### config.mk
export PLATFORM = sky130hd
export DESIGN_NAME = uart_tx_fifo
export DESIGN_NICKNAME = d
export VERILOG_FILES = /design/src/rtl/uart_tx_fifo.sv
export SDC_FILE = /design/constraint.sdc
export NUM_CORES = 1
export LEC_CHECK = 0
export CAP_MARGIN = 20
export CORE_ASPECT_RATIO = 1.5
export CORE_MARGIN = 5
export CORE_UTILIZATION = 40
export DETAILED_ROUTE_END_ITERATION = 12
export PLACE_DENSITY_LB_ADDON = 0.05
export REMOVE_ABC_BUFFERS = 1
export SYNTH_ARGS = -nofsm -noshare
export SYNTH_HDL_FRONTEND = slang
export SYNTH_SLANG_ARGS = --single-unit
### constraint.sdc
create_clock -name clock -period 6.95 [get_ports clock]
set_input_delay 1.39 -clock clock [delete_from_list [all_inputs] [get_ports clock]]
set_output_delay 1.39 -clock clock [all_outputs]
set_load 0.005 [all_outputs]
### src/rtl/uart_tx_fifo.sv
// uart_tx_fifo: byte-stream UART transmitter with an internal transmit FIFO.
// Each frame latches its own divider, width, parity and stop configuration,
// so configuration changes only ever affect frames that have not started.
module uart_tx_fifo #(
  parameter int MAX_DATA_BITS = 8,
  parameter int FIFO_DEPTH    = 16,
  parameter int DIVIDER_BITS  = 16
) (
  input  logic                               clock,
  input  logic                               reset,
  input  logic [DIVIDER_BITS-1:0]            cfg_divider_i,
  input  logic [3:0]                         cfg_data_bits_i,
  input  logic [1:0]                         cfg_parity_i,
  input  logic                               cfg_two_stop_i,
  input  logic                               data_valid_i,
  output logic                               data_ready_o,
  input  logic [MAX_DATA_BITS-1:0]           data_bits_i,
  output logic                               tx_o,
  output logic                               busy_o,
  output logic [$clog2(FIFO_DEPTH+1)-1:0]    fifo_count_o
);

  localparam int CW = $clog2(FIFO_DEPTH + 1);
  localparam int AW = $clog2(FIFO_DEPTH);

  typedef enum logic [2:0] {IDLE, START, DATA, PARITY, STOP} state_t;

  logic [MAX_DATA_BITS-1:0] mem_q [FIFO_DEPTH];
  logic [AW-1:0]            wr_ptr_q;
  logic [AW-1:0]            rd_ptr_q;
  logic [CW-1:0]            count_q;

  state_t                   state_q;
  logic                     tx_q;
  logic [DIVIDER_BITS-1:0]  timer_q;
  logic [DIVIDER_BITS-1:0]  div_m1_q;
  logic [MAX_DATA_BITS-1:0] shift_q;
  logic [3:0]               bits_left_q;
  logic                     parity_en_q;
  logic                     parity_bit_q;
  logic                     stop_left_q;

  logic                     push;
  logic                     pop;
  logic                     frame_done;
  logic [3:0]               eff_bits_d;
  logic [MAX_DATA_BITS-1:0] head_masked_d;
  logic [DIVIDER_BITS-1:0]  div_m1_d;
  logic                     parity_en_d;
  logic                     parity_bit_d;

  assign data_ready_o = (count_q != CW'(FIFO_DEPTH));
  assign push         = data_valid_i && data_ready_o;
  assign frame_done   = (state_q == STOP) && (timer_q == '0) && !stop_left_q;
  assign pop          = (count_q != '0) && ((state_q == IDLE) || frame_done);
  assign busy_o       = (state_q != IDLE) || (count_q != '0);
  assign fifo_count_o = count_q;
  assign tx_o         = tx_q;

  // Frame parameters that get latched when the FIFO head is popped.
  always_comb begin
    eff_bits_d = cfg_data_bits_i;
    if (cfg_data_bits_i < 4'd5 || cfg_data_bits_i > 4'(MAX_DATA_BITS)) begin
      eff_bits_d = 4'(MAX_DATA_BITS);
    end
    head_masked_d = '0;
    for (int i = 0; i < MAX_DATA_BITS; i++) begin
      if (4'(i) < eff_bits_d) begin
        head_masked_d[i] = mem_q[rd_ptr_q][i];
      end
    end
    div_m1_d     = (cfg_divider_i == '0) ? '0 : cfg_divider_i - DIVIDER_BITS'(1);
    parity_en_d  = (cfg_parity_i == 2'b01) || (cfg_parity_i == 2'b10);
    parity_bit_d = (cfg_parity_i == 2'b01) ? ~(^head_masked_d) : (^head_masked_d);
  end

  // FIFO storage; masking of unused bits happens at pop time.
  always_ff @(posedge clock) begin
    if (push) begin
      mem_q[wr_ptr_q] <= data_bits_i;
    end
  end

  // FIFO pointers and occupancy; a simultaneous push and pop leaves the count alone.
  always_ff @(posedge clock) begin
    if (reset) begin
      wr_ptr_q <= '0;
      rd_ptr_q <= '0;
      count_q  <= '0;
    end else begin
      if (push) begin
        wr_ptr_q <= wr_ptr_q + AW'(1);
      end
      if (pop) begin
        rd_ptr_q <= rd_ptr_q + AW'(1);
      end
      case ({push, pop})
        2'b10:   count_q <= count_q + CW'(1);
        2'b01:   count_q <= count_q - CW'(1);
        default: count_q <= count_q;
      endcase
    end
  end

  // Frame sequencer: state, bit timer and registered tx all move on the same edge.
  always_ff @(posedge clock) begin
    if (reset) begin
      state_q      <= IDLE;
      tx_q         <= 1'b1;
      timer_q      <= '0;
      div_m1_q     <= '0;
      shift_q      <= '0;
      bits_left_q  <= '0;
      parity_en_q  <= 1'b0;
      parity_bit_q <= 1'b0;
      stop_left_q  <= 1'b0;
    end else if (pop) begin
      state_q      <= START;
      tx_q         <= 1'b0;
      timer_q      <= div_m1_d;
      div_m1_q     <= div_m1_d;
      shift_q      <= head_masked_d;
      bits_left_q  <= eff_bits_d;
      parity_en_q  <= parity_en_d;
      parity_bit_q <= parity_bit_d;
      stop_left_q  <= cfg_two_stop_i;
    end else begin
      case (state_q)
        IDLE: begin
          tx_q <= 1'b1;
        end
        START: begin
          if (timer_q == '0) begin
            state_q     <= DATA;
            tx_q        <= shift_q[0];
            shift_q     <= shift_q >> 1;
            bits_left_q <= bits_left_q - 4'd1;
            timer_q     <= div_m1_q;
          end else begin
            timer_q <= timer_q - DIVIDER_BITS'(1);
          end
        end
        DATA: begin
          if (timer_q == '0) begin
            timer_q <= div_m1_q;
            if (bits_left_q != 4'd0) begin
              tx_q        <= shift_q[0];
              shift_q     <= shift_q >> 1;
              bits_left_q <= bits_left_q - 4'd1;
            end else if (parity_en_q) begin
              state_q <= PARITY;
              tx_q    <= parity_bit_q;
            end else begin
              state_q <= STOP;
              tx_q    <= 1'b1;
            end
          end else begin
            timer_q <= timer_q - DIVIDER_BITS'(1);
          end
        end
        PARITY: begin
          if (timer_q == '0) begin
            state_q <= STOP;
            tx_q    <= 1'b1;
            timer_q <= div_m1_q;
          end else begin
            timer_q <= timer_q - DIVIDER_BITS'(1);
          end
        end
        STOP: begin
          if (timer_q == '0) begin
            if (stop_left_q) begin
              stop_left_q <= 1'b0;
              timer_q     <= div_m1_q;
            end else begin
              state_q <= IDLE;
              tx_q    <= 1'b1;
            end
          end else begin
            timer_q <= timer_q - DIVIDER_BITS'(1);
          end
        end
        default: begin
          state_q <= IDLE;
          tx_q    <= 1'b1;
        end
      endcase
    end
  end

endmodule

==> impl_metrics.ini, run 1 <==
[cts]
clockBufferDepth = 2
post_cts_buffers = 0
cts_tree = done
cts-buffers-inserted = 17
post_cts_resized = 0
path_clk_slew_ns = 0.07
cts_sinks = 196
cts_hold_buf = 0
htreeDepth = 4
clk_latency_ns = 0.44
cts_root_buf = clkbuf_16

[finish]
layout_commonest_cell = edfxtp_1
fill_cells = 2035
drive_above_1_share_pct = 7.958
antenna_cells = 0
num-nets-final = 790
syn2layout_area_growth_pct = 12.91
postLayoutCellArea_sq_um = 10030
mostFrequentLayoutCells = edfxtp_1, nor2_1, dfxtp_1
regArea_sq_um = 5206
multi_input_area_sq_um = 3422

[global_route]
grt_pass1_wl_um = 31920
gr-total-overflow = 0
antenna_found_initial = 0
grt_pass1_vias = 5807
grt_max_degree = 68
grt.total_usage_pct = 16.23

[pwr]
switching_power_w = 0.001595
clockPowerShare_pct = 22.6
power.density_nw_per_um2 = 420.0
pwr-share-seq_pct = 36.6
ir_drop_v = 0.0002306
combPwrFrac_pct = 40.7
leakage_nw = 3.388
swShare_pct = 37.84
intPower_w = 0.002620

[setup_path]
startpoint_type = flop
ff2ff_path_depth = 16
cp_cell_sequence = inv_1, ha_1, or4b_1, or3b_1, o31ai_4, nand2_2, inv_1, ha_1, xor2_1, ha_1, o21ai_0, a21oi_1, a21oi_1, xor2_1, or3_1, a21oi_1
worstSetupPathType = reg2reg
crit_buf_inv = 2
cp_data_arrival_time_ns = 4.84
cp_top_family = simple AND/OR/NAND/NOR gates
crit_fanout = 43
cp.required_ns = 7.31
critPathSlowestCell = nand2_2
reg2reg_slack_ns = 2.47
critPathMaxStageDelay_ns = 0.56
cp.depth = 16
endpoint_kind = flop

[placement]
gp_congestion = 0.7931
placed_area_sq_um = 9475
portBuffers = 41
post-dp-hpwl_um = 13970

[floorplan]
die_width_um = 131.7
dieArea_sq_um = 25360
die_y_um = 192.6
std_cell_rows = 66
core-area_sq_um = 21800
initial_core_util_pct = 40.77
io_pins = 42

[sta]
period_needed_ns = 4.481
slew_viol_final = 0
setup_viol = 0
fmax_mhz = 223.1
finClkSkew_ns = 0.008858
worst_pin_slew_ns = 0.9765
hold_violations = 0
fin_tns_setup_ns = 0
finalCritPeriodShare_pct = 64.48
rsz0062_at_grt = false
slew_headroom_pct = 34.66

[synthesis]
synth_edf_count = 128
syn_inst = 714
netlist_area_sq_um = 8887
yosysWarnings = 0
synth.distinct_cells = 61
ys_seq_elements = 196
syn_avg_cell_area_sq_um = 12.45
ys_async_sr_fraction_pct = 0
yosysSeqAreaShare_pct = 58.57
synth_ff_type = edfxtp_1

[job]
maxCapViolCount = 0

[outcome]
status = complete, no violations

[detailed_routing]
ant_nets = 0
drc_errors = 0
dr.pass1.iters = 4
wl_per_cell_um = 19.46
wirelength_um = 19960
vias = 5587
initialDrtViolationCount = 257
avgViaCountPerCell = 5.445

[hold_path]
holdPathStages = 2
min_path_type = reg2reg
==> layout make-up <==
cell class | instances | area share (%)
clock buffer | 17 | 4.239
multi-input combinational | 466 | 34.10
inverter | 13 | 0.4863
clock inverter | 14 | 1.334
tap | 272 | 3.392
sequential | 196 | 51.88
timing repair buffer | 48 | 4.564
==> layer usage <==
metal / GRT usage [%] / wire [um]
met4: 6.097 / 393
met5: 0 / 0
met1: 17.24 / 7897
met2: 31.79 / 11300
met3: 2.765 / 374
==> flip-flops by register name (all words and copies together), names as in the netlist, named ones only <==
name          cells
bits_left_q       4
div_m1_q         16
fifo_count_o      5
mem_q           128
parity_bit_q      1
parity_en_q       1
rd_ptr_q          4
shift_q           8
state_q           3
stop_left_q       1
timer_q          16
tx_o              1
wr_ptr_q          4
==> cells by family (layout without fill, tap and decap cells) <==
kind of cell             Yosys count  after routing  share of synthesized area (%)
AO/OA/AOI/OAI                    119            119                          8.996
XOR/XNOR                          41             41                          4.449
multiplexers                      38             38                          9.644
adder cells (fa/ha/maj)           14             14                          1.971
AND/OR/NAND/NOR                  254            254                          13.33
flip-flops                       196            196                          58.57
buffers and inverters             52             92                          3.041
==> synthesized netlist by cell type, drive strengths merged (2+ instances only) <==
library cell	count	area share [%]
or3b	3	0.30
nand3b	4	0.34
nor3b	3	0.25
ha	14	2.0
nor2b	8	0.56
o21ai	15	0.84
inv	13	0.55
buf	19	1.6
a2bb2oi	2	0.20
or3	6	0.42
xor2	22	2.2
nand4	5	0.35
nand3	9	0.51
nor2	93	4.0
mux4	32	9.0
and2	6	0.42
a311oi	8	0.79
a31oi	6	0.42
a21oi	36	2.0
xnor3	2	0.52
o221ai	2	0.20
edfxtp	128	43
a211oi	15	1.3
o2111ai	3	0.30
dfxtp	68	15
nand2	67	2.9
mux2i	5	0.56
clkbuf	20	0.84
or4	4	0.34
o22ai	2	0.14
xnor2	17	1.8
nor4	10	0.77
nand2b	7	0.49
a22oi	17	1.4
nor3	25	1.4
o31ai	6	0.72
==> worst paths after layout <==
kind / start / endpoint
setup / recovery: timer_q[0] / fifo_count_o[4]
hold reg to reg: div_m1_q[7] / div_m1_q[7]
hold / removal: div_m1_q[7] / div_m1_q[7]
setup reg to reg: timer_q[0] / fifo_count_o[4]
==> worst reg2reg max path: stages, from the launching register on <==
cell and delay (ns):
dfxtp_1 0.34, inv_1 0.13, ha_1 0.15, or4b_1 0.49, or3b_1 0.52, o31ai_4 0.30
nand2_2 0.56, inv_1 0.24, ha_1 0.36, xor2_1 0.18, ha_1 0.21, o21ai_0 0.08
a21oi_1 0.17, a21oi_1 0.09, xor2_1 0.14, or3_1 0.31, a21oi_1 0.13
==> power groups by stage <==
stage | registers, W | clock network (W) | logic (W)
after floorplan | 0.00155 | 0 | 0.00121
after global placement | 0.00156 | 0 | 0.00171
after detailed placement | 0.00157 | 0 | 0.00174
after CTS | 0.00154 | 0.000977 | 0.00175
after global routing | 0.00157 | 0.00102 | 0.00193
final | 0.00154 | 0.000954 | 0.00172
==> per-stage QoR <==
| step | util (%) | power, W | hold slack [ns] | std cells | worst slack [ns] |
|---|---|---|---|---|---|
| 3_5_place_dp | 43.46 | 0.003306 | 0.4570 | 995 | 2.483 |
| 2_1_floorplan | - | 0.002769 | 0.4303 | 675 | 2.550 |
| 4_1_cts | 46.03 | 0.004267 | 0.4684 | 1026 | 2.443 |
| 3_3_place_gp | 43.46 | 0.003267 | 0.4424 | 995 | 2.628 |
| 6_report | 46.03 | 0.004215 | 0.4697 | 1026 | 2.469 |
| 5_1_grt | 46.03 | 0.004522 | 0.4892 | 1026 | 2.115 |
Note: power is estimated with default switching activity, not from simulation.
==> inputs of run 2 (changes only) <==
clock period = 4.41 ns   (was 6.95 ns; I/O delays follow)
==> run 2 against run 1 <==
Compared with the run above: final cell count up 0.49%; register-to-register slack worse by 1.9 ns; clock skew decreased by 0.0010 ns; critical path depth unchanged; power increased by 61%; critical endpoint unchanged; largest cell class unchanged.
==> impl_metrics.ini, run 2 (synthesis results as in run 1) <==
[cts]
path_clk_slew_ns = 0.07
cts-buffers-inserted = 17
cts_root_buf = clkbuf_16
htreeDepth = 4
cts_hold_buf = 0
cts_tree = done
post_cts_resized = 0
clockBufferDepth = 2
cts_sinks = 196
post_cts_buffers = 0
clk_latency_ns = 0.43

[placement]
pre_cts_slack_ns = 0.6258
post-dp-hpwl_um = 14200
gp_congestion = 0.7851
dp_cells = 1001
portBuffers = 41

[detailed_routing]
ant_nets = 0
drc_errors = 0
vias = 5661
wirelength_um = 20210
wl_per_cell_um = 19.60
initialDrtViolationCount = 300
avgViaCountPerCell = 5.491
dr.pass1.iters = 4

[global_route]
grt.total_usage_pct = 16.32
grt_max_degree = 44
antenna_found_initial = 0
grt_pass1_wl_um = 32290
gr-total-overflow = 0
grt_pass1_vias = 5889

[finish]
largest_reg_flops = 128
syn2layout_area_growth_pct = 13.60
largest_register = mem_q
layout_commonest_cell = edfxtp_1
mostFrequentLayoutCells = edfxtp_1, nor2_1, dfxtp_1
finalNonFillerCells = 1031
antenna_cells = 0
utilization_pct = 46.31
fill_cells = 2003
reg_top3 = mem_q (128), div_m1_q (16), timer_q (16)
drive_above_1_share_pct = 8.696
num-nets-final = 796

[setup_path]
crit_fanout = 8
cp_data_arrival_time_ns = 4.23
endpoint_kind = flop
ff2ff_path_depth = 16
startpoint_type = flop
cp.required_ns = 4.77
reg2reg_slack_ns = 0.54
r2r-start = timer_q[1]
worstSetupPathType = reg2reg
r2r_end = fifo_count_o[4]

[outcome]
status = complete, no violations

[sta]
worst_pin_slew_ns = 1.054
fmax_mhz = 258.4
setup_slack_ns = 0.5403
setup_viol = 0
rsz0062_at_grt = false
finalCritPeriodShare_pct = 87.75
fin_tns_setup_ns = 0
finClkSkew_ns = 0.007832
hold_violations = 0
slew_viol_final = 0
slew_headroom_pct = 29.71
period_needed_ns = 3.870

[floorplan]
io_pins = 42
initial_core_util_pct = 40.77
die_width_um = 131.7
std_cell_rows = 66
core-area_sq_um = 21800
dieArea_sq_um = 25360
die_y_um = 192.6

[pwr]
power_w = 0.006775
leakage_nw = 3.429
ir_drop_v = 0.0003130
power.density_nw_per_um2 = 671.1

[hold_path]
holdPathEnd = div_m1_q[4]
holdPathStages = 2
min_from = div_m1_q[4]
min_path_type = reg2reg

[job]
maxCapViolCount = 0
run 2: cell count changes in the layout (fill, tap and decap cells not counted), sizes merged:
| cell | before | now |
|---|---|---|
| buf | 8 | 14 |
| bufinv | 2 | 3 |
| clkbuf | 17 | 18 |
| clkinv | 6 | 4 |
| clkinvlp | 3 | 2 |
run 2: critical path: stages (launching register included):
cell	delay, ns
dfxtp_1	0.34
inv_1	0.13
ha_1	0.17
or4b_1	0.51
or3b_1	0.53
o31ai_4	0.27
nand2_2	0.08
inv_1	0.08
ha_1	0.32
xor2_1	0.19
ha_1	0.22
o21ai_0	0.10
a21oi_1	0.17
a21oi_1	0.09
xor2_1	0.15
or3_1	0.31
a21oi_1	0.14
run 2: worst max-delay path by stage:
stage                from              end  slack [ns]  depth (start not counted)
2_1_floorplan  timer_q[0]  fifo_count_o[4]        0.01                         16
3_3_place_gp   timer_q[0]  fifo_count_o[4]        0.76                         16
3_5_place_dp   timer_q[0]  fifo_count_o[4]        0.63                         16
4_1_cts        timer_q[1]  fifo_count_o[4]        0.57                         16
5_1_grt        timer_q[0]  fifo_count_o[4]        0.30                         16
6_report       timer_q[1]  fifo_count_o[4]        0.54                         16
run 2: metal layers:
metal	global-route usage, %	wire (um)	up-vias
met5	0	0	-
met4	5.780	360	0
met3	2.739	444	25
met2	31.69	11410	81
met1	17.75	7987	2808
li1	-	-	2747
run 2: area by class of cell:
type | instances | area, sq um | area share (%)
well taps | 272 | 340.3 | 3.371
inverters | 13 | 48.80 | 0.4833
clock buffers | 18 | 429.2 | 4.251
multi-input cells | 466 | 3412 | 33.80
clock inverters | 12 | 156.4 | 1.549
flip-flops and latches | 196 | 5206 | 51.57
repair buffers | 54 | 503.0 | 4.982
run 2: power by group:
group          total [W]  internal, W  switching [W]
clock            0.00156     0.000891       0.000674
sequential       0.00245      0.00222       0.000237
combinational    0.00276      0.00113        0.00163
total            0.00678      0.00424        0.00254
run 2: stage by stage:
stage	instance area, sq um	hold WS [ns]
2_1_floorplan	8666	0.4303
3_3_place_gp	9510	0.4439
3_5_place_dp	9510	0.4507
4_1_cts	10100	0.4606
5_1_grt	10100	0.4775
6_report	10100	0.4576
==> inputs of run 3 (changes only) <==
CORE_UTILIZATION = 30   (was 40)
CTS_BUF_LIST = sky130_fd_sc_hd__clkbuf_8   (was default)
DONT_BUFFER_PORTS = 1   (was default)
==> run 3 against run 2 <==
Compared with the run above: fmax rose by 2.7%; sequential share of layout area up 2.7 points; setup slack better by 0.10 ns; combinational power fell by 4%; sequential power is essentially flat; non-clock buffer count is 49 lower; core utilization is 14 points lower; clock power shrank 29%; flip-flop and latch count stayed put.
==> impl_metrics.ini, run 3 (synthesis results as in run 1) <==
[outcome]
status = complete, no violations

[cts]
clk_latency_ns = 0.49
cts-buffers-inserted = 17
cts_sinks = 196
cts_hold_buf = 0
cts_root_buf = clkbuf_8
post_cts_buffers = 0
htreeDepth = 4
clockBufferDepth = 2
path_clk_slew_ns = 0.10
post_cts_resized = 0
cts_tree = done

[setup_path]
cp_cell_sequence = inv_1, ha_1, or4b_1, or3b_1, o31ai_4, nand2_2, inv_1, ha_1, xor2_1, ha_1, o21ai_0, a21oi_1, a21oi_1, xor2_1, or3_1, a21oi_1
crit_fanout = 8
worstSetupPathType = reg2reg
crit_buf_inv = 2
cp.depth = 16
cp_top_family = simple AND/OR/NAND/NOR gates
ff2ff_path_depth = 16
endpoint_kind = flop
critPathMaxStageDelay_ns = 0.52
cp_data_arrival_time_ns = 4.19
startpoint_type = flop
critPathSlowestCell = or3b_1
cp.required_ns = 4.84

[hold_path]
min_path_type = in2reg
holdPathStages = 1

[detailed_routing]
ant_nets = 0
dr.pass1.iters = 4
drc_errors = 0
wirelength_um = 22260
wl_per_cell_um = 20.11
avgViaCountPerCell = 4.986
vias = 5520
initialDrtViolationCount = 203

[sta]
setup_viol = 0
slew_viol_final = 0
worst_pin_slew_ns = 1.062
finalCritPeriodShare_pct = 85.43
fin_tns_setup_ns = 0
hold_violations = 0
finClkSkew_ns = 0.01171
fmax_mhz = 265.4
period_needed_ns = 3.767
rsz0062_at_grt = false
setup_slack_ns = 0.6427
slew_headroom_pct = 29.20

[placement]
pre_cts_slack_ns = 0.6359
portBuffers = 0
post-dp-hpwl_um = 14770
gp_congestion = 0.7316

[global_route]
grt_pass1_wl_um = 33590
gr-total-overflow = 0
grt.total_usage_pct = 13.75
grt_pass1_vias = 5619
grt_max_degree = 68
antenna_found_initial = 0

[finish]
reg_top3 = mem_q (128), div_m1_q (16), timer_q (16)
num-nets-final = 747
syn2layout_area_growth_pct = 7.940
mostFrequentLayoutCells = edfxtp_1, nor2_1, nand2_1, dfxtp_1, a21oi_1
drive_above_1_share_pct = 8.708
layout_commonest_cell = edfxtp_1
largest_register = mem_q
antenna_cells = 0
largest_reg_flops = 128

[job]
maxCapViolCount = 0

[pwr]
intPower_w = 0.003642
ir_drop_v = 0.0002573
power.density_nw_per_um2 = 644.4
leakage_nw = 3.150
swShare_pct = 41.09
switching_power_w = 0.002541
clockPowerShare_pct = 17.8
pwr-share-seq_pct = 39.5
combPwrFrac_pct = 42.7

[floorplan]
io_pins = 42
die_y_um = 220.8
die_width_um = 150.5
std_cell_rows = 77
dieArea_sq_um = 33240
core-area_sq_um = 29380
initial_core_util_pct = 30.24
-- run 3: per-layer routing --
layer  vias to the layer above  part of all wire, %  track usage [%]
met1                      2762                   39            14.52
met2                        81                   56            25.53
li1                       2649                    -                -
met4                         0                  3.0            5.879
met3                        28                  2.7            3.206
met5                         -                    0                0
-- run 3: area by class of cell --
class	instances	area [sq um]
fill	2931	19790
sequential	196	5207
multi-input combinational	466	3432
tap	395	494.2
clock buffer	17	234.0
clock inverter	15	122.6
timing repair buffer	5	53.80
inverter	13	48.80
-- run 3: final timing paths --
kind | from | endpoint | slack (ns)
hold reg to reg | div_m1_q[4] | div_m1_q[4] | 0.46
hold / removal | reset | fifo_count_o[3] | 0.45
setup / recovery | timer_q[0] | fifo_count_o[4] | 0.64
setup reg to reg | timer_q[0] | fifo_count_o[4] | 0.64
-- run 3: through the flow --
stage	total power (W)	cells	cell area (sq um)	utilization, %	hold slack [ns]
global route	0.006672	1107	9593	32.65	0.4025
floorplan	0.004364	675	8666	-	0.4303
finish	0.006182	1107	9593	32.65	0.4527
global placement	0.005147	1074	9225	31.39	0.4410
detailed placement	0.005167	1074	9225	31.39	0.4428
CTS	0.006301	1106	9582	32.61	0.3999
-- run 3: power groups by stage --
stage | sequential, W | clock [W] | combinational [W]
6_report | 0.00244 | 0.00110 | 0.00264
5_1_grt | 0.00248 | 0.00122 | 0.00297
4_1_cts | 0.00245 | 0.00116 | 0.00269
3_5_place_dp | 0.00249 | 0 | 0.00268
3_3_place_gp | 0.00248 | 0 | 0.00266
2_1_floorplan | 0.00245 | 0 | 0.00191
